$ cat src/rtl/mul_hilo_pkg.sv
// rtl/mul_hilo_pkg.sv - shared op-codes, FSM state type and counter sizing for mul_hilo
package mul_hilo_pkg;

  localparam logic [1:0] OP_MULT = 2'b00;
  localparam logic [1:0] OP_MTHI = 2'b01;
  localparam logic [1:0] OP_MTLO = 2'b10;
  localparam logic [1:0] OP_NOP  = 2'b11;

  // LAT tops out at 15, so LAT-2 always fits in four bits
  localparam int CNT_W = 4;

  typedef enum logic {
    S_IDLE = 1'b0,
    S_BUSY = 1'b1
  } state_t;

endpackage

$ cat src/rtl/mul.sv
// rtl/mul.sv - combinational full-width signed multiplier
module mul #(
  parameter int WIDTH = 32
) (
  input  logic [WIDTH-1:0]   a,
  input  logic [WIDTH-1:0]   b,
  output logic [2*WIDTH-1:0] p
);

  logic [2*WIDTH-1:0] a_ext;
  logic [2*WIDTH-1:0] b_ext;

  // sign-extend to the product width so the low 2*WIDTH bits are the exact signed product
  assign a_ext = {{WIDTH{a[WIDTH-1]}}, a};
  assign b_ext = {{WIDTH{b[WIDTH-1]}}, b};
  assign p     = a_ext * b_ext;

endmodule

$ cat src/rtl/mul_hilo.sv
// rtl/mul_hilo.sv - multi-cycle MULT/MTHI/MTLO unit committing into HI/LO registers
module mul_hilo
  import mul_hilo_pkg::*;
#(
  parameter int WIDTH = 32,
  parameter int LAT   = 3
) (
  input  logic             clk,
  input  logic             rst,
  input  logic             start,
  input  logic [1:0]       op,
  input  logic [WIDTH-1:0] a,
  input  logic [WIDTH-1:0] b,
  input  logic             flush,
  output logic             busy,
  output logic             done,
  output logic [WIDTH-1:0] hi,
  output logic [WIDTH-1:0] lo
);

  if (LAT < 2 || LAT > 15) begin : g_bad_lat
    $error("mul_hilo: LAT must be within 2..15");
  end

  localparam logic [CNT_W-1:0] CNT_LOAD = CNT_W'(LAT - 2);

  state_t             state;
  logic [CNT_W-1:0]   cnt;
  logic [WIDTH-1:0]   op_a;
  logic [WIDTH-1:0]   op_b;
  logic [2*WIDTH-1:0] prod;

  mul #(.WIDTH(WIDTH)) u_mul (
    .a(op_a),
    .b(op_b),
    .p(prod)
  );

  assign busy = (state == S_BUSY);

  always_ff @(posedge clk) begin
    if (rst) begin
      state <= S_IDLE;
      cnt   <= '0;
      op_a  <= '0;
      op_b  <= '0;
      hi    <= '0;
      lo    <= '0;
      done  <= 1'b0;
    end else begin
      done <= 1'b0;
      case (state)
        S_IDLE: begin
          if (start && !flush) begin
            case (op)
              OP_MULT: begin
                op_a  <= a;
                op_b  <= b;
                cnt   <= CNT_LOAD;
                state <= S_BUSY;
              end
              OP_MTHI: hi <= a;
              OP_MTLO: lo <= a;
              default: ;
            endcase
          end
        end
        S_BUSY: begin
          // flush beats the commit even when the counter has already expired
          if (flush) begin
            cnt   <= '0;
            state <= S_IDLE;
          end else if (cnt != '0) begin
            cnt <= cnt - 1'b1;
          end else begin
            hi    <= prod[2*WIDTH-1:WIDTH];
            lo    <= prod[WIDTH-1:0];
            done  <= 1'b1;
            state <= S_IDLE;
          end
        end
        default: state <= S_IDLE;
      endcase
    end
  end

endmodule

$ cat config.mk
export PLATFORM = sky130hd
export DESIGN_NAME = mul_hilo
export DESIGN_NICKNAME = d
export VERILOG_FILES = /design/src/rtl/mul_hilo_pkg.sv /design/src/rtl/mul.sv /design/src/rtl/mul_hilo.sv
export SDC_FILE = /design/constraint.sdc
export NUM_CORES = 2
export LEC_CHECK = 0
export ABC_AREA = 1
export BUFFER_PORTS_ARGS = -buffer_cell sky130_fd_sc_hd__buf_4
export CORE_ASPECT_RATIO = 0.9
export CORE_UTILIZATION = 60
export CTS_BUF_LIST = sky130_fd_sc_hd__clkbuf_8
export DETAILED_ROUTE_END_ITERATION = 10
export PLACE_DENSITY_LB_ADDON = 0.08
export SLEW_MARGIN = 30
export SYNTH_ARGS = -nofsm -noshare
export SYNTH_HDL_FRONTEND = slang
export SYNTH_SLANG_ARGS = --single-unit
$ cat constraint.sdc
create_clock -name clk -period 10.9 [get_ports clk]
set_input_delay 0.545 -clock clk [delete_from_list [all_inputs] [get_ports clk]]
set_output_delay 0.545 -clock clk [all_outputs]
set_load 0.01 [all_outputs]
== After elaboration in Yosys (flattened, before gate mapping) ==
Index checks and enable logic that the tools add are counted.

* Bits in registers: 134
* Word-level logic and storage cells: 49
* Input bits: 70
* Output and inout port bits: 66

* Bitwise operators: 1
* Mux-type cells: 21
* Reduce and logical (&&, ||, !) cells: 9
* Equality and inequality tests: 9
* Add/sub/neg operators: 1
* $mul: 1

{| class="wikitable"
|+ Operators with widths
! kind !! number
|-
| $mux 32 || 8
|-
| $pmux 32 s2 || 2
|-
| $mul 32x32->64 || 1
|-
| $mux 4 || 4
|-
| $pmux 4 s2 || 1
|-
| $reduce_and 4->1 || 2
|-
| $ne 2x1->1 const B || 3
|-
| $ne 2x2->1 const B || 3
|-
| $reduce_and 3->1 || 2
|-
| $mux 1 || 5
|-
| $reduce_bool 4->1 || 1
|-
| $sub 4x1->4 const B || 1
|-
| $ne 3x2->1 const B || 1
|-
| $reduce_or 3->1 || 1
|-
| $eq 2x1->1 const B || 1
|-
| $eq 2x2->1 const B || 1
|-
| $logic_not 2->1 || 1
|-
| $pmux 1 s2 || 1
|-
| $logic_and 1x1->1 || 1
|-
| $logic_not 1->1 || 1
|-
| $not 1->1 || 1
|}

== Depth between registers and ports, before layout ==
* Depth in word-level cells: 4
* Depth in mapped cells: 34
* Gate-level depth less buffers: 32

== Cells and area by module ==
From an unflattened synthesis, not the netlist that was laid out.

* Cell total of the unflattened synthesis: 5820
* Area total of the unflattened synthesis: 44476.4 sq um

{| class="wikitable"
|+ Modules (own cells, without submodules)
! module !! times used !! cells each !! seq. area each (sq um) !! area an instance (sq um)
|-
| mul || 1 || 4992 || 0.0 || 38689.6
|-
| mul_hilo || 1 || 828 || 2682.6 || 5786.8
|}

== Least setup slack after synthesis ==
No wires, ideal clock.

* Kind: reg2reg
* Start: register op_a[31]
* End: register hi[21]
* Library setup time: 122 ps
* Clock period less this slack: 7178 ps
* Cell stages (with the launch flop): 29
* Path slack: 3722 ps
* Data required time: 10778 ps
* Arrival: 7056 ps
* Buffers on the path: 1
* Cells stage by stage: dfxtp_1 -> clkbuf_1 -> nand2_1 -> inv_1 -> fa_1 -> inv_1 -> fa_1 -> inv_1 -> fa_1 -> fa_1 -> inv_1 -> fa_1 -> inv_1 -> fa_1 -> inv_1 -> fa_1 -> inv_1 -> fa_1 -> ha_1 -> nand2_2 -> nor2_2 -> inv_2 -> nor3_4 -> nand2_2 -> o21bai_1 -> nand3_1 -> nand2_1 -> nand3_1 -> a21oi_2

* Word-level cells in the longest chain between the ends: 4

{| class="wikitable"
|+ Ends and longest elaborated chain
! what !! line !! text
|-
| from (decl) || mul_hilo.sv:29 || <nowiki>logic [WIDTH-1:0] op_a;</nowiki>
|-
| from (signal assigned) || mul_hilo.sv:45 || <nowiki>op_a <= '0;</nowiki>
|-
| from (signal assigned) || mul_hilo.sv:57 || <nowiki>op_a <= a;</nowiki>
|-
| $mul 32x32->64 || mul.sv:16 || <nowiki>assign p = a_ext * b_ext;</nowiki>
|-
| $mux 32 || mul_hilo.sv:73 || <nowiki>end else if (cnt != '0) begin</nowiki>
|-
| $mux 32 || mul_hilo.sv:70 || <nowiki>if (flush) begin</nowiki>
|-
| $pmux 32 s2 || mul_hilo.sv:52 || <nowiki>case (state)</nowiki>
|-
| to (signal assigned) || mul_hilo.sv:76 || <nowiki>hi <= prod[2*WIDTH-1:WIDTH];</nowiki>
|-
| to (decl) || mul_hilo.sv:17 || <nowiki>output logic [WIDTH-1:0] hi,</nowiki>
|}

No other way between the ends. The select of a mux whose other input is x is not followed.
A chain may end at the register's enable or synchronous reset.

== Final worst setup path ==
* Start: register op_a[31]
* End: register hi[28]

The elaborated chain is that of the path after synthesis.

==> impl_metrics.ini <==
[routing]
dr_total_vias = 35300
antenna_left = 0
drt_first_pass_iters = 9
routed_wl_um = 130000
via_per_inst = 5.36
drt_iter0_markers = 2962
route.detailed.drc = 8
post_drt_wl_per_cell_um = 19.7

[power]
power_density_nw_per_um2 = 34.4
ir_drop_v = 0.0000665
leakage_uw = 0.0282
power_uw = 1590

[final_layout]
final_nets = 6972
ff_latch_area_um2 = 2700
num_antenna_cells = 0
final_cell_mix = inv_1, nand2_1, fa_1, nor2_1, buf_4
fin_cells = 6597
nFillCells = 6474
drive_above_1_share = 0.0689
areaGrowthSynthToFinish_pct = 4.71
multi_input_area_um2 = 34000
layout_commonest_cell = inv_1

[critical_path]
r2r_cells = 27
path_max_fanout = 18
crit_path_start_kind = register
worstPathArrival_ps = 9060
endpoint_kind = register
crit_required_ps = 11340
reg2reg_to = hi[28]$_SDFFE_PP0P_
criticalPathCategory = register to register
r2r-start = op_a[31]$_SDFFE_PP0P_
ff2ff_setup_slack_ps = 2290

[placement]
port_buffers = 135
place_worst_setup_slack_ps = 2330
dp.cells = 6565
place_congestion = 1.01
dpl.hpwl_um = 106000

[logic_synthesis]
syn_nets = 7038
ys_warn_count = 0
yosys.area.top_type_share = 0.491
synth_edf_count = 0
synth_cell_types = 45
synthCells = 5700
syn_area_um2 = 44100
yosys.area.top_type = fa_1
avgSynthCellArea_um2 = 7.74
async_flop_share = 0
synth_area_leaders = fa_1, inv_1, nand2_1
synthFlopType = dfxtp_1
yosys_register_bits = 134
ys_seq_area_frac = 0.0608

[clocking]
cts_sinks = 134
clk_pin_slew_worst_paths_ps = 130
htree_levels = 4
hold_buffers = 0
clk_latency_ps = 530
root_buffer = clkbuf_8
cts_tree = yes
post_cts_buffers = 0
ctsResizeCount = 0
clk_path_buf_depth = 2
cts_made_buffers = 17

[global_route]
antenna_found_initial = 3
grt_use_total = 0.365
grt_max_degree = 70
grt_pass1_wl_um = 205000
grt_pass1_vias = 36300
grt-ovfl-total = 0

[timing]
final.min_clock_period_ps = 8620
skew_ps = 42.9
max_clock_freq_ghz = 0.116
finalMaxSlewViolations = 0
fin_crit_sh = 0.790
maxSlewHeadroom = 0.359
rsz0062_at_grt = false
fin_hold_ws_ps = 227
hold_viol = 0
tightest_slew_ps = 960
final-setup-viol-count = 0
worst_slack_ps = 2290
setup_tns_ps = 0

[hold_path]
holdPathEnd = op_b[15]$_SDFFE_PP0P_
hold_path_startpoint = b[15]
min_path_type = primary input to register
worstHoldPathCells = 3

[die]
die-width_um = 288
dieArea_um2 = 74600
fp-row-count = 93
core_um2 = 72100
io_pins = 136
chipHeight_um = 259
start_util = 0.611

[outcome]
status = complete, but fails checks
failed_checks = design-rule violations

[run]
cap_violations = 0
[per-stage QoR]
stage	instance area [um^2]	util
after CTS	46200	0.640
final	46200	0.640
after global placement	45800	0.634
after global routing	46200	0.640
after detailed placement	45800	0.634
after floorplan	44100	-
[cell usage after synthesis (2+ instances only)]
library cell and count:
inv_1 1671, nand2_1 1450, fa_1 1082, clkbuf_1 280, nor2_1 232, ha_1 186, a21oi_1 179, o21ai_0 160
dfxtp_1 134, nand3_1 98, nand2_2 36, nor2_2 27, nand4_1 18, nand3_2 15, buf_2 14, or2_2 14
a21oi_2 11, o21bai_1 10, nand3b_1 8, nor3_1 7, nor3_2 7, a31oi_1 6, inv_2 5, o21ai_1 5
a21o_1 4, nor2_4 4, xnor2_1 4, xor2_1 4, buf_1 3, nor3_4 3, o21a_1 3, or2_0 3
a211oi_1 2, buf_4 2, nor4_2 2, o211ai_1 2
[report_power, final]
| group | switching [uW] | internal (uW) | leakage [uW] |
|---|---|---|---|
| registers | 23.7 | 511 | 0.00110 |
| logic | 390 | 196 | 0.0269 |
| clock network | 275 | 194 | 0.000200 |
[registers in the layout (all words and copies together), names as in the netlist]
register	count
op_a	32
op_b	32
hi	32
busy	1
cnt	4
done	1
lo	32
[critical path, stage by stage (launching register included)]
cell and delay (ps):
dfxtp_1 810, buf_4 360, nand2_1 120, inv_1 150, fa_1 450, fa_1 490
fa_1 770, fa_1 1060, inv_1 430, fa_1 590, inv_1 50, fa_1 520
inv_1 50, fa_1 470, inv_1 50, fa_1 450, ha_1 370, a21oi_1 300
o21ai_0 190, inv_1 80, nand2_1 80, nand2_1 70, nand2_1 50, a21oi_1 200
nand2_1 70, nand2_1 80, nand3_2 70, a21oi_2 130
[per-layer routing]
metal  global-route usage  vias to the layer above  part of all wire
li1                     -                    15800                 -
met1                0.507                    17800              0.41
met2                0.591                     1511              0.47
met3               0.0691                      195             0.096
met4               0.0939                        2             0.029
met5                    0                        -           0.00010
[logic make-up after synthesis]
| logic type | count (synthesis) | synth area share |
|---|---|---|
| buf+inv | 1977 | 0.169 |
| simple gates | 1929 | 0.179 |
| fa+ha+maj | 1268 | 0.544 |
| compound gates | 384 | 0.0460 |
| flops | 134 | 0.0608 |
| xor+xnor | 8 | 0.00159 |
[worst max-delay path by stage]
stage,from,end,slack (ps),cells after the start
after floorplan,op_a[31]$_SDFFE_PP0P_,hi[21]$_SDFFE_PP0P_,3720,28
after global placement,op_a[31]$_SDFFE_PP0P_,hi[30]$_SDFFE_PP0P_,2520,29
after detailed placement,op_a[31]$_SDFFE_PP0P_,hi[28]$_SDFFE_PP0P_,2330,29
after CTS,op_a[31]$_SDFFE_PP0P_,hi[28]$_SDFFE_PP0P_,2290,29
after global routing,op_a[31]$_SDFFE_PP0P_,hi[28]$_SDFFE_PP0P_,1710,29
final,op_a[31]$_SDFFE_PP0P_,hi[28]$_SDFFE_PP0P_,2290,27
[area by class of cell]
cell class                      instances  share of cell area
Tap cell                              950              0.0257
Inverter                             1677               0.136
Multi-Input combinational cell       3589               0.736
Clock buffer                           17             0.00507
Timing Repair Buffer                  215              0.0349
Sequential cell                       134              0.0585
Clock inverter                         15             0.00393
(Power assumes the default switching activity.)
